<file path="src/rtl/reg_scoreboard_pkg.sv">
// Shared pipeline constants: register-file geometry, hazard latencies and
// the stall-counter width used by the decode-stage scoreboard.
package reg_scoreboard_pkg;

   localparam int PKG_NREG     = 4;
   localparam int PKG_RW       = 2;
   localparam int PKG_CW       = 2;
   localparam int PKG_LOAD_LAT = 1;
   localparam int PKG_ALU_LAT  = 0;

   localparam int STALL_CNT_W  = 16;

   typedef logic [STALL_CNT_W-1:0] stall_cnt_t;

endpackage

</file>
<file path="src/rtl/reg_scoreboard_if.sv">
// Decode-stage issue bus between the decoder (master) and the scoreboard (slave).
interface reg_scoreboard_if
   import reg_scoreboard_pkg::*;
#(
   parameter int RW   = PKG_RW,
   parameter int NREG = PKG_NREG
);
   logic            issue_valid;
   logic [RW-1:0]   src1;
   logic [RW-1:0]   src2;
   logic            src1_en;
   logic            src2_en;
   logic [RW-1:0]   dest;
   logic            dest_en;
   logic            is_load;
   logic            flush;
   logic            stall;
   logic            issue_fire;
   logic [NREG-1:0] busy;
   stall_cnt_t      stall_count;

   modport master (
      output issue_valid, src1, src2, src1_en, src2_en, dest, dest_en, is_load, flush,
      input  stall, issue_fire, busy, stall_count
   );

   modport slave (
      input  issue_valid, src1, src2, src1_en, src2_en, dest, dest_en, is_load, flush,
      output stall, issue_fire, busy, stall_count
   );
endinterface

</file>
<file path="src/rtl/reg_scoreboard_countdown.sv">
// Per-register hazard countdown: clear beats load, load beats decrement.
module reg_countdown #(
   parameter int CW = 2
) (
   input  logic          clk,
   input  logic          rst_n,
   input  logic          clear_i,
   input  logic          load_i,
   input  logic [CW-1:0] load_val_i,
   output logic          busy_o
);

   logic [CW-1:0] cnt_q, cnt_d;

   always_comb begin
      cnt_d = cnt_q;
      if (clear_i)
         cnt_d = '0;
      else if (load_i)
         cnt_d = load_val_i;
      else if (cnt_q != '0)
         cnt_d = cnt_q - CW'(1);
   end

   always_ff @(posedge clk) begin
      if (!rst_n)
         cnt_q <= '0;
      else
         cnt_q <= cnt_d;
   end

   assign busy_o = (cnt_q != '0);

endmodule

</file>
<file path="src/rtl/reg_scoreboard.sv">
// Decode-stage register scoreboard: stalls issue while a source or destination
// register still has an unforwardable write pending.
module reg_scoreboard
   import reg_scoreboard_pkg::*;
#(
   parameter int NREG     = PKG_NREG,
   parameter int RW       = PKG_RW,
   parameter int LOAD_LAT = PKG_LOAD_LAT,
   parameter int ALU_LAT  = PKG_ALU_LAT,
   parameter int CW       = PKG_CW
) (
   input logic             clk,
   input logic             rst_n,
   reg_scoreboard_if.slave sb
);

   logic [NREG-1:0] busy;
   logic            stall;
   logic            fire;
   logic [CW-1:0]   load_val;
   stall_cnt_t      stall_count_q, stall_count_d;

   // Hazard check uses pre-flush state so a squashed cycle still reports its stall.
   assign stall = sb.issue_valid & ((sb.src1_en & busy[sb.src1]) |
                                    (sb.src2_en & busy[sb.src2]) |
                                    (sb.dest_en & busy[sb.dest]));
   assign fire     = sb.issue_valid & ~stall & ~sb.flush;
   assign load_val = sb.is_load ? CW'(LOAD_LAT) : CW'(ALU_LAT);

   for (genvar r = 0; r < NREG; r++) begin : g_reg
      reg_countdown #(.CW(CW)) u_cnt (
         .clk        (clk),
         .rst_n      (rst_n),
         .clear_i    (sb.flush),
         .load_i     (fire & sb.dest_en & (sb.dest == RW'(r))),
         .load_val_i (load_val),
         .busy_o     (busy[r])
      );
   end

   always_comb begin
      stall_count_d = stall_count_q;
      if (stall && (stall_count_q != '1))
         stall_count_d = stall_count_q + stall_cnt_t'(1);
   end

   always_ff @(posedge clk) begin
      if (!rst_n)
         stall_count_q <= '0;
      else
         stall_count_q <= stall_count_d;
   end

   assign sb.stall       = stall;
   assign sb.issue_fire  = fire;
   assign sb.busy        = busy;
   assign sb.stall_count = stall_count_q;

endmodule
</file>
<file path="src/flat_wrapper.sv">
// flat-port wrapper written by rule: the top's interface ports become plain ports
module reg_scoreboard_flat import reg_scoreboard_pkg::*;
#(
   parameter int NREG     = PKG_NREG,
   parameter int RW       = PKG_RW,
   parameter int LOAD_LAT = PKG_LOAD_LAT,
   parameter int ALU_LAT  = PKG_ALU_LAT,
   parameter int CW       = PKG_CW
)
  (clk, rst_n, sb_issue_valid, sb_src1, sb_src2, sb_src1_en, sb_src2_en, sb_dest, sb_dest_en, sb_is_load, sb_flush, sb_stall, sb_issue_fire, sb_busy, sb_stall_count);
  reg_scoreboard_if #(.RW(RW), .NREG(NREG)) sb_i ();
  input logic clk;
  input logic rst_n;
  input wire logic [$bits(sb_i.issue_valid)-1:0] sb_issue_valid;
  input wire logic [$bits(sb_i.src1)-1:0] sb_src1;
  input wire logic [$bits(sb_i.src2)-1:0] sb_src2;
  input wire logic [$bits(sb_i.src1_en)-1:0] sb_src1_en;
  input wire logic [$bits(sb_i.src2_en)-1:0] sb_src2_en;
  input wire logic [$bits(sb_i.dest)-1:0] sb_dest;
  input wire logic [$bits(sb_i.dest_en)-1:0] sb_dest_en;
  input wire logic [$bits(sb_i.is_load)-1:0] sb_is_load;
  input wire logic [$bits(sb_i.flush)-1:0] sb_flush;
  output wire logic [$bits(sb_i.stall)-1:0] sb_stall;
  output wire logic [$bits(sb_i.issue_fire)-1:0] sb_issue_fire;
  output wire logic [$bits(sb_i.busy)-1:0] sb_busy;
  output wire logic [$bits(sb_i.stall_count)-1:0] sb_stall_count;
  assign sb_i.issue_valid = sb_issue_valid;
  assign sb_i.src1 = sb_src1;
  assign sb_i.src2 = sb_src2;
  assign sb_i.src1_en = sb_src1_en;
  assign sb_i.src2_en = sb_src2_en;
  assign sb_i.dest = sb_dest;
  assign sb_i.dest_en = sb_dest_en;
  assign sb_i.is_load = sb_is_load;
  assign sb_i.flush = sb_flush;
  assign sb_stall = sb_i.stall;
  assign sb_issue_fire = sb_i.issue_fire;
  assign sb_busy = sb_i.busy;
  assign sb_stall_count = sb_i.stall_count;
  reg_scoreboard #(.NREG(NREG), .RW(RW), .LOAD_LAT(LOAD_LAT), .ALU_LAT(ALU_LAT), .CW(CW)) u_core (.clk(clk), .rst_n(rst_n), .sb(sb_i));
endmodule
</file>
<file path="config.mk">
export PLATFORM = sky130hd
export DESIGN_NAME = reg_scoreboard_flat
export DESIGN_NICKNAME = d
export VERILOG_FILES = /design/src/rtl/reg_scoreboard_pkg.sv /design/src/rtl/reg_scoreboard_if.sv /design/src/rtl/reg_scoreboard_countdown.sv /design/src/rtl/reg_scoreboard.sv /design/src/flat_wrapper.sv
export SDC_FILE = /design/constraint.sdc
export NUM_CORES = 1
export LEC_CHECK = 0
export ABC_AREA = 1
export BUFFER_PORTS_ARGS = -buffer_cell sky130_fd_sc_hd__clkbuf_2
export CORE_AREA = 3 3 74 55
export DETAILED_ROUTE_END_ITERATION = 8
export DIE_AREA = 0 0 77 58
export PLACE_DENSITY = 0.78
export SYNTH_ARGS = -nofsm -noshare
export SYNTH_HDL_FRONTEND = slang
export SYNTH_HIERARCHICAL = 1
export SYNTH_SLANG_ARGS = --single-unit
</file>
<file path="constraint.sdc">
create_clock -name clk -period 2.45 [get_ports clk]
set_clock_uncertainty 0.2 [all_clocks]
set_input_delay 0.49 -clock clk [delete_from_list [all_inputs] [get_ports clk]]
set_output_delay 0.49 -clock clk [all_outputs]
set_load 0.1 [all_outputs]
</file>
==> metrics.cfg, run 1 <==
[outcome]
result_of_the_run = complete, but fails checks
violations = negative setup slack

[place]
dp_slack_ns = 0.176
globalplace.congestion = 0.916
io_buffer_count = 35
dp.final_hpwl_um = 3290
dpl-instance-area_mm2 = 0.00221

[floorplanning]
floorplan.die_area_mm2 = 0.00447
pin_count = 36
std_cell_rows = 18
die_h_um = 58
core_area_mm2 = 0.00345
die-width_um = 77
floorplan.initialDensity_pct = 53.4

[detailed_routing]
post_drt_wl_per_cell_um = 10.2
drt_drc_violations_left = 0
drt_first_iter_violations = 99
ant_nets = 0
detailroute.via_count = 1935
drt_pass1_iterations = 4
routed_via_density = 4.66
finalWirelength_um = 4250

[global_route]
grt_first_pass_wirelength_um = 7490
initial_antenna_violation_count = 0
groute.usage.overall_pct = 20.3
global_route.overflow_total = 0
maximum_number_of_pins_on_one_net_before_global_route_repair = 21
number_of_global_route_vias_before_repair = 1695

[power]
power_leakage_uw = 0.00123
worst_ir_drop_vdd_mv = 0.418
power-per-cell-area_mw_per_mm2 = 434
p_total_uw = 1030

[timing]
whs_ns = 0.338
fmax_mhz = 406
unrepaired_setup_endpoints_after_global_routing = yes
timing.final.crit_share_pct = 101
setup_viol = 2
finalHoldViolations = 0
timing.final.ws_setup_ns = -0.0153
tightestPinTransition_ns = 0.545
maxSlewViolCount = 0
finalCriticalPeriod_ns = 2.47
maxSlewHeadroom_pct = 63.8

[clock_network]
clockRootBuffer = clkbuf_8
h_tree_levels = 1
cts.sinks = 24
clkTransAtPathRegs_ns = 0.09
number_of_buffers_created_by_cts = 3
tritoncts = done
hold_buffers = 0
clock_latency_ns = 0.27
max-clock-path-buffers = 2

[layout]
layout-area-overhead-vs-synth_pct = 28.8
mostFrequentLayoutCell = nand2_1
layout.filler_cells = 328
diodes = 0
finish.instance_area_mm2 = 0.00237
fraction_of_final_layout_cells_with_drive_strength_greater_than_1_pct = 28.5
final_net_count = 385
most-common-layout-cells = nand2_1 (94), inv_1 (55), nor2_1 (39)

[setup_path]
timing.critical_path.arrival_ns = 1.78
crit_path_start_kind = flop
worst-setup-path-type = flop to output port
worst_setup_end_kind = output port
cp_max_fo = 4
worstPathRequired_ns = 1.76

[synthesis]
ys_seq_area_share_pct = 26.1
yosys-mux-area-fraction_pct = 0
synth-warning-count = 6
synth_cells = 317
yosys_register_bits = 24
synth_top_family_by_area = simple AND/OR/NAND/NOR gates
post_synth_fa_ha_maj_area_fraction_pct = 3.40
post_synth_and_or_nand_nor_area_fraction_pct = 50.1
avgSynthCellArea_um2 = 5.80
synthesized_area_fraction_occupied_by_ao_oa_aoi_and_oai_cells_pct = 0.272
synthXorXnorAreaFrac_pct = 2.86
ys_types = 24
synthesis.area_mm2 = 0.00184

[flow_run]
max-cap-violations = 0

[worst_hold_path]
min-delay-path-class = flop to flop

sequential cells by signal, summed over array words and instances, names as in the netlist:
register and cells:
u_core/sb.stall_count 16, u_core/g.u_cnt/cnt_q 8
cells by family after synthesis:
family          Yosys count
fa+ha+maj                 5
compound gates            1
flops                    24
other cells               1
xor+xnor                  6
buf+inv                  79
simple gates            201
per-layer routing:
metal	wire length [µm]	GRT usage, %	up-vias
met5	0	0	-
met4	14	2.28	0
met3	209	3.88	5
met2	1850	33.9	45
met1	2170	28.6	851
li1	-	-	1034
critical path: stages, from the launching register on:
cell	delay, ns
dfxtp_2	0.34
inv_2	0.07
ha_4	0.15
clkinvlp_4	0.12
nand2_1	0.07
nand2_1	0.05
nand2_1	0.05
nand2_1	0.06
nand2_2	0.07
nand3_4	0.09
buf_4	0.15
nand2_4	0.08
inv_2	0.05
buf_12	0.15
area by class of cell:
cell class	count	area (µm²)	area share, %
inverter	73	289	12.2
multi-input combinational	217	1160	49.0
sequential	24	489	20.6
clock inverter	1	30.0	1.27
timing repair buffer	47	295	12.5
tap	50	62.6	2.64
clock buffer	3	41.3	1.74
per-stage QoR:
step           util (%)  TNS (ns)  std cells
2_1_floorplan         -     -7.64        320
3_3_place_gp       64.1         0        401
3_5_place_dp       64.1         0        401
4_1_cts            67.6   -0.0372        411
5_1_grt            68.8    -0.384        415
6_report           68.8   -0.0240        415
synthesized netlist by cell type:
master	count	area, µm²
nor2_2	7	43.8
a21oi_1	1	5.00
nand3_4	2	35.0
nor2_1	43	161
nor3_1	3	15.0
buf_2	2	10.0
nand3_1	33	165
nand4_1	8	50.1
dfxtp_1	24	480
nand3_2	1	10.0
nand3b_1	2	15.0
inv_2	5	18.8
buf_6	2	22.5
nor2_4	1	11.3
xor2_1	6	52.6
nand2_1	97	364
inv_1	68	255
ha_1	5	62.6
nor3_4	1	16.3
buf_1	1	3.75
nand2_2	2	12.5
clkbuf_1	1	3.75
conb_1	1	3.75
nand4_4	1	21.3
repair_timing:
action / 4_1_cts / 5_1_grt
pin swaps: 9 / 5
endpoints found under the setup margin: 2 / 10
resized for setup: 7 / 4
gates cloned: 0 / 0
setup buffers: 6 / 4
power by group:
part | leakage, µW | internal (µW) | switching (µW)
registers | 0.000198 | 402 | 13.7
logic | 0.000996 | 70.2 | 189
clock network | 0.0000357 | 219 | 135
total | 0.00123 | 691 | 338
final timing paths:
path | from | endpoint | slack, ns | cells past startpoint
worst min-delay path | u_core/sb.stall_count[15] | u_core/sb.stall_count[15] | 0.34 | 2
worst max-delay path | u_core/g_reg[1].u_cnt/cnt_q[0] | sb_stall | -0.02 | 13
worst max register to register | u_core/g_reg[1].u_cnt/cnt_q[0] | u_core/g_reg[1].u_cnt/cnt_q[0] | 0.17 | 18
worst min register to register | u_core/sb.stall_count[15] | u_core/sb.stall_count[15] | 0.34 | 2
Power figures use the tool's default switching activity.
==> inputs of run 2 (changes only) <==
CORE_AREA = 2 2 73 54   (was 3 3 74 55)
DIE_AREA = 0 0 75 56   (was 0 0 77 58)
SLEW_MARGIN = 10   (was default)
==> metrics.cfg, run 2 (synthesis gave the netlist of run 1 again) <==
[floorplanning]
core_area_mm2 = 0.00345  ; unchanged
floorplan.initialDensity_pct = 53.4  ; unchanged
pin_count = 36  ; unchanged
die_h_um = 56  ; -3.4%
floorplan.die_area_mm2 = 0.00420  ; -6.0%
die-width_um = 75  ; -2.6%
std_cell_rows = 18  ; unchanged

[timing]
setup_viol = 4  ; +2
finalHoldViolations = 0  ; unchanged
tightestPinTransition_ns = 0.549  ; +0.00364 ns
unrepaired_setup_endpoints_after_global_routing = yes
totalNegativeSetupSlack_ns = -0.228  ; -0.204 ns
timing.final.ws_setup_ns = -0.0942  ; -0.0789 ns
maxSlewHeadroom_pct = 63.6  ; -0.24 points
timing.final.crit_share_pct = 104  ; +3.2 points
fmax_mhz = 393  ; -3.1%
finalCriticalPeriod_ns = 2.54  ; +0.0789 ns
maxSlewViolCount = 0  ; unchanged

[detailed_routing]
drt_pass1_iterations = 4  ; unchanged
drt_drc_violations_left = 0  ; unchanged
finalWirelength_um = 4700  ; +11%
drt_first_iter_violations = 180  ; +82%
routed_via_density = 4.72  ; +1.2%
ant_nets = 0  ; unchanged
detailroute.via_count = 1967  ; +1.7%
post_drt_wl_per_cell_um = 11.3  ; +10%

[power]
power-per-cell-area_mw_per_mm2 = 420  ; -3.3%
worst_ir_drop_vdd_mv = 0.491  ; +17%
power_leakage_uw = 0.00128  ; +4.0%

[global_route]
global_route.overflow_total = 0  ; unchanged
number_of_global_route_vias_before_repair = 1653  ; -2.5%
grt_first_pass_wirelength_um = 7290  ; -2.8%
groute.usage.overall_pct = 21.7  ; +1.4 points
maximum_number_of_pins_on_one_net_before_global_route_repair = 21  ; unchanged
initial_antenna_violation_count = 0  ; unchanged

[layout]
postLayoutCoreUtil_pct = 71.6  ; +2.8 points
mostFrequentLayoutCell = nand2_1
final-seq-area_um2 = 484  ; -1.0%
fraction_of_final_layout_cells_with_drive_strength_greater_than_1_pct = 31.6  ; +3.1 points
most-common-layout-cells = nand2_1 (92), inv_1 (57), nor2_1 (39)
largest_register_ffs = 16  ; unchanged
layout.filler_cells = 284  ; -13%
final_net_count = 387  ; +0.52%
layout-area-overhead-vs-synth_pct = 34.1
diodes = 0  ; unchanged
multi_input_area_mm2 = 0.00125  ; +7.2%

[setup_path]
timing.critical_path.arrival_ns = 1.85  ; +0.07 ns
cp_max_fo = 4  ; unchanged
cp_slowest_cell = dfxtp_2
cp_cell_sequence = inv_2 > ha_4 > clkinvlp_4 > nand2_2 > nand2_1 > nand2_1 > nand2_2 > nand2_2 > nand3_4 > nor3_4 > buf_12
worstPathRequired_ns = 1.76  ; about the same
worst-setup-path-type = flop to output port
critical_path.max_stage_delay_ns = 0.34  ; about the same
worst_setup_end_kind = output port
critical-path-top-cell-by-count = nand2_2
crit_path_start_kind = flop

[outcome]
result_of_the_run = complete, but fails checks
violations = negative setup slack

[worst_hold_path]
min-delay-path-class = flop to flop

[flow_run]
max-cap-violations = 0  ; unchanged

[clock_network]
tritoncts = done
clkTransAtPathRegs_ns = 0.09  ; about the same
h_tree_levels = 1  ; unchanged
clockRootBuffer = clkbuf_8
cts.sinks = 24  ; unchanged
max-clock-path-buffers = 2  ; unchanged
number_of_buffers_created_by_cts = 3  ; unchanged
clock_latency_ns = 0.27  ; about the same

[place]
dp.final_hpwl_um = 3250  ; -1.2%
io_buffer_count = 35  ; unchanged
globalplace.congestion = 0.868  ; -5.3%

-- run 2: cell count changes in the layout (fill, tap and decap cells not counted), sizes merged --
cell / before / now
buf: 14 / 16
-- run 2: worst paths after layout --
path	from	endpoint	slack (ns)	cells past startpoint
setup / recovery	u_core/g_reg[1].u_cnt/cnt_q[0]	sb_issue_fire	-0.09	11
hold / removal	u_core/sb.stall_count[15]	u_core/sb.stall_count[15]	0.33	2
setup reg to reg	u_core/g_reg[1].u_cnt/cnt_q[0]	u_core/g_reg[1].u_cnt/cnt_q[0]	-0.03	19
hold reg to reg	u_core/sb.stall_count[15]	u_core/sb.stall_count[15]	0.33	2
-- run 2: layout make-up --
class / count / area share [%]
clock buffer: 3 / 1.67
clock inverter: 1 / 1.22
inverter: 73 / 11.7
multi-input combinational: 217 / 50.5
sequential: 24 / 19.6
tap: 50 / 2.54
timing repair buffer: 49 / 12.7
-- run 2: where the power goes --
group / switching [µW] / internal (µW)
sequential: 13.9 / 401
combinational: 197 / 73.7
clock: 131 / 218
-- run 2: stage by stage --
stage	cell area, µm²	hold WS [ns]	setup WS (ns)	total power (µW)	std cells
final	2470	0.335	-0.0942	1040	417
after global routing	2470	0.384	-0.196	1080	417
after CTS	2320	0.339	-0.0505	1020	410
after detailed placement	2210	0.325	0.158	671	401
after global placement	2210	0.318	0.206	667	401
after floorplan	1970	0.333	-0.861	619	320
-- run 2: worst max-delay path, delay by kind of cell (launching register included) --
family                   cells  cell delay [ns]
AND/OR/NAND/NOR              7             0.66
buffers and inverters        3             0.43
flip-flops                   1             0.34
adder cells (fa/ha/maj)      1             0.14
-- run 2: timing repair --
action	CTS	global route
hold buffers	0	0
pin swaps	9	16
endpoints found under the setup margin	2	10
setup buffers	5	7
gates resized for setup	2	21
-- run 2: per-layer routing --
layer  up-vias  track usage [%]  routed length, µm
met1       851             32.9               2290
li1       1043                -                  -
met2        69             32.6               2070
met4         0             3.06                 24
met5         -                0                  0
met3         4             3.80                314
==> inputs of run 3 (changes only) <==
ABC_AREA = default   (was 1)
CORE_AREA = 2 2 69 51   (was 2 2 73 54)
DIE_AREA = 0 0 71 53   (was 0 0 75 56)
MAX_ROUTING_LAYER = met4   (was default)
==> metrics.cfg, run 3 <==
[clock_network]
clkTransAtPathRegs_ns = 0.09  ; about the same
tritoncts = done
clockRootBuffer = clkbuf_8
hold_buffers = 0  ; unchanged
clock_latency_ns = 0.27  ; about the same
number_of_buffers_created_by_cts = 3  ; unchanged
cts.sinks = 24  ; unchanged
max-clock-path-buffers = 2  ; unchanged
h_tree_levels = 1  ; unchanged

[global_route]
groute.usage.overall_pct = 25.6  ; +3.8 points
grt_first_pass_wirelength_um = 7140  ; -2.0%
maximum_number_of_pins_on_one_net_before_global_route_repair = 22  ; +4.8%
global_route.overflow_total = 0  ; unchanged
initial_antenna_violation_count = 0  ; unchanged
number_of_global_route_vias_before_repair = 1478  ; -11%

[power]
sequentialPowerShare_pct = 45.0  ; +4.9 points
power.share.switching_pct = 29.3  ; -3.8 points
power.switching_uw = 258  ; -25%
comb_power_share_pct = 24.1  ; -2.1 points
worst_ir_drop_vdd_mv = 0.250  ; -49%
power-per-cell-area_mw_per_mm2 = 359  ; -14%
cell_internal_pwr_uw = 623  ; -10%
power_leakage_uw = 0.000905  ; -29%
clock_power_share_pct = 30.9  ; -2.8 points

[synthesis]
yosys.area.top_type = dfxtp_1
synth_top_area_share_pct = 30.0  ; +3.9 points
ys_seq_area_share_pct = 30.0  ; +3.9 points
synthesis.area_mm2 = 0.00160  ; -13%
synthTopCellsByCount = dfxtp_1 (24), inv_1 (17), nand2_1 (17)
avgSynthCellArea_um2 = 8.79  ; +52%
ys_types = 39  ; +63%
post_synth_arst_share_pct = 0  ; unchanged
synth-warning-count = 6  ; unchanged
synth_cells = 182  ; -43%
synth_enable_flop_cells = 0  ; unchanged
ys.flop_type = dfxtp_1
synth_area_leaders = dfxtp_1 (30%), mux2i_1 (6.9%), nand4b_1 (4.4%), inv_1 (4.0%), nand2_1 (4.0%)
yosys_register_bits = 24  ; unchanged
most_used_standard_cell_by_instance_count_after_synthesis = dfxtp_1

[layout]
layout.filler_cells = 181  ; -36%
largest_register_ffs = 16  ; unchanged
postLayoutCoreUtil_pct = 79.4  ; +7.8 points
diodes = 0  ; unchanged
finish.instance_area_mm2 = 0.00245  ; -0.71%
fraction_of_final_layout_cells_with_drive_strength_greater_than_1_pct = 52.8  ; +21 points
final_net_count = 270  ; -30%
mostFrequentLayoutCell = clkbuf_2
layout-area-overhead-vs-synth_pct = 53.1
most-common-layout-cells = clkbuf_2 (33), buf_4 (21), nand2_1 (17)

[setup_path]
timing.reg2reg.worst_path_depth = 12  ; -7
timing.critical_path.arrival_ns = 2.12  ; +0.27 ns
startpoint = u_core/g_reg[3].u_cnt/cnt_q[1]
worst_r2r_endpoint = u_core/g_reg[1].u_cnt/cnt_q[0]
critical_path.max_stage_delay_ns = 0.49  ; +0.15 ns
cp_slowest_cell = mux4_2
worstPathRequired_ns = 1.76  ; about the same
cp_cell_sequence = inv_2 > ha_4 > clkinvlp_4 > mux4_2 > a211oi_4 > nand3b_4 > clkinvlp_4 > buf_12
cp_max_fo = 2  ; -2
worst-setup-path-type = flop to output port
worst_setup_end_kind = output port
crit_path_start_kind = flop
critical-path-top-cell-by-count = clkinvlp_4
worst_r2r_startpoint = u_core/g_reg[3].u_cnt/cnt_q[1]
rrSetupSlack_ns = -0.16  ; -0.13 ns
endpoint = sb_issue_fire

[floorplanning]
std_cell_rows = 17  ; -1
die_h_um = 53  ; -5.4%
pin_count = 36  ; unchanged
die-width_um = 71  ; -5.3%
floorplan.die_area_mm2 = 0.00376  ; -10%
floorplan.initialDensity_pct = 51.9  ; -1.5 points
core_area_mm2 = 0.00308  ; -10%

[timing]
timing.final.crit_share_pct = 115  ; +11 points
whs_ns = 0.293  ; -0.0421 ns
finalHoldViolations = 0  ; unchanged
setup_viol = 20  ; +16
timing.final.ws_setup_ns = -0.357  ; -0.263 ns
maxSlewViolCount = 0  ; unchanged
unrepaired_setup_endpoints_after_global_routing = yes
maxSlewHeadroom_pct = 51.0  ; -13 points
totalNegativeSetupSlack_ns = -2.08  ; -1.85 ns
fmax_mhz = 356  ; -9.4%
finalCriticalPeriod_ns = 2.81  ; +0.263 ns
tightestPinTransition_ns = 0.734  ; +0.185 ns

[place]
dpl-instance-area_mm2 = 0.00207  ; -6.2%
io_buffer_count = 35  ; unchanged
globalplace.congestion = 0.860  ; -0.90%
dp.final_hpwl_um = 2860  ; -12%

[worst_hold_path]
min-delay-path-class = flop to flop

[detailed_routing]
drt_drc_violations_left = 0  ; unchanged
detailroute.via_count = 1674  ; -15%
post_drt_wl_per_cell_um = 16.0  ; +42%
finalWirelength_um = 4610  ; -1.9%
ant_nets = 0  ; unchanged
drt_pass1_iterations = 4  ; unchanged
routed_via_density = 5.81  ; +23%
drt_first_iter_violations = 130  ; -28%

[flow_run]
max-cap-violations = 0  ; unchanged

[outcome]
violations = negative setup slack
result_of_the_run = complete, but fails checks

## run 3: cell type report
class,instances,area [µm²],share of cell area (%)
Multi-Input combinational cell,138,1280,52.2
Clock buffer,4,55.1,2.25
Sequential cell,24,490,20.0
Inverter,17,82.6,3.37
Timing Repair Buffer,67,494,20.2
Tap cell,38,47.5,1.94
## run 3: timing repair
item	in CTS	in global routing
gates resized for setup	32	26
pin swaps	19	9
endpoints found under the setup margin	9	26
setup buffers	7	3
## run 3: worst min-delay path by stage
stage	startpoint	cells after the start	endpoint	slack (ns)
floorplan	u_core/g_reg[1].u_cnt/cnt_q[0]	2	u_core/g_reg[1].u_cnt/cnt_q[0]	0.31
global placement	u_core/sb.stall_count[12]	2	u_core/sb.stall_count[12]	0.26
detailed placement	u_core/sb.stall_count[12]	2	u_core/sb.stall_count[12]	0.27
CTS	u_core/sb.stall_count[12]	2	u_core/sb.stall_count[12]	0.29
global route	u_core/sb.stall_count[10]	2	u_core/sb.stall_count[10]	0.33
finish	u_core/sb.stall_count[10]	2	u_core/sb.stall_count[10]	0.29
## run 3: cells by family after synthesis
| kind of cell | count (synthesis) | share of synthesized area, % |
|---|---|---|
| flip-flops | 24 | 30.0 |
| XOR/XNOR | 4 | 2.19 |
| AO/OA/AOI/OAI | 28 | 15.2 |
| other | 1 | 0.234 |
| AND/OR/NAND/NOR | 85 | 33.5 |
| multiplexers | 12 | 8.29 |
| buffers and inverters | 23 | 6.65 |
| adder cells (fa/ha/maj) | 5 | 3.91 |
## run 3: critical path: cells and delay by family (launching register included)
family / cells / cell delay [ns]
adders and majority gates: 1 / 0.15
DFF: 1 / 0.33
buffers and inverters: 4 / 0.42
AOI/OAI and AO/OA: 1 / 0.31
and+or+nand+nor: 1 / 0.14
muxes: 1 / 0.49
## run 3: power groups by stage
stage / clock network (µW) / logic (µW) / registers, µW
3_5_place_dp: 0 / 167 / 405
2_1_floorplan: 0 / 106 / 410
3_3_place_gp: 0 / 163 / 404
6_report: 272 / 212 / 396
5_1_grt: 297 / 224 / 396
4_1_cts: 284 / 193 / 396
## run 3: layer usage
| layer | vias up | GRT usage, % | part of all wire, % |
|---|---|---|---|
| met2 | 50 | 43.8 | 49 |
| li1 | 807 | - | - |
| met3 | 6 | 4.57 | 5.8 |
| met4 | 0 | 6.60 | 1.3 |
| met1 | 811 | 31.7 | 44 |
| met5 | - | - | 0 |
## run 3: per-stage QoR
stage	power, µW	worst slack [ns]	cells
after floorplan	516	-0.861	185
after global placement	568	-0.0797	275
after detailed placement	571	-0.0948	275
after CTS	873	-0.396	286
after global routing	917	-0.438	288
final	881	-0.357	288
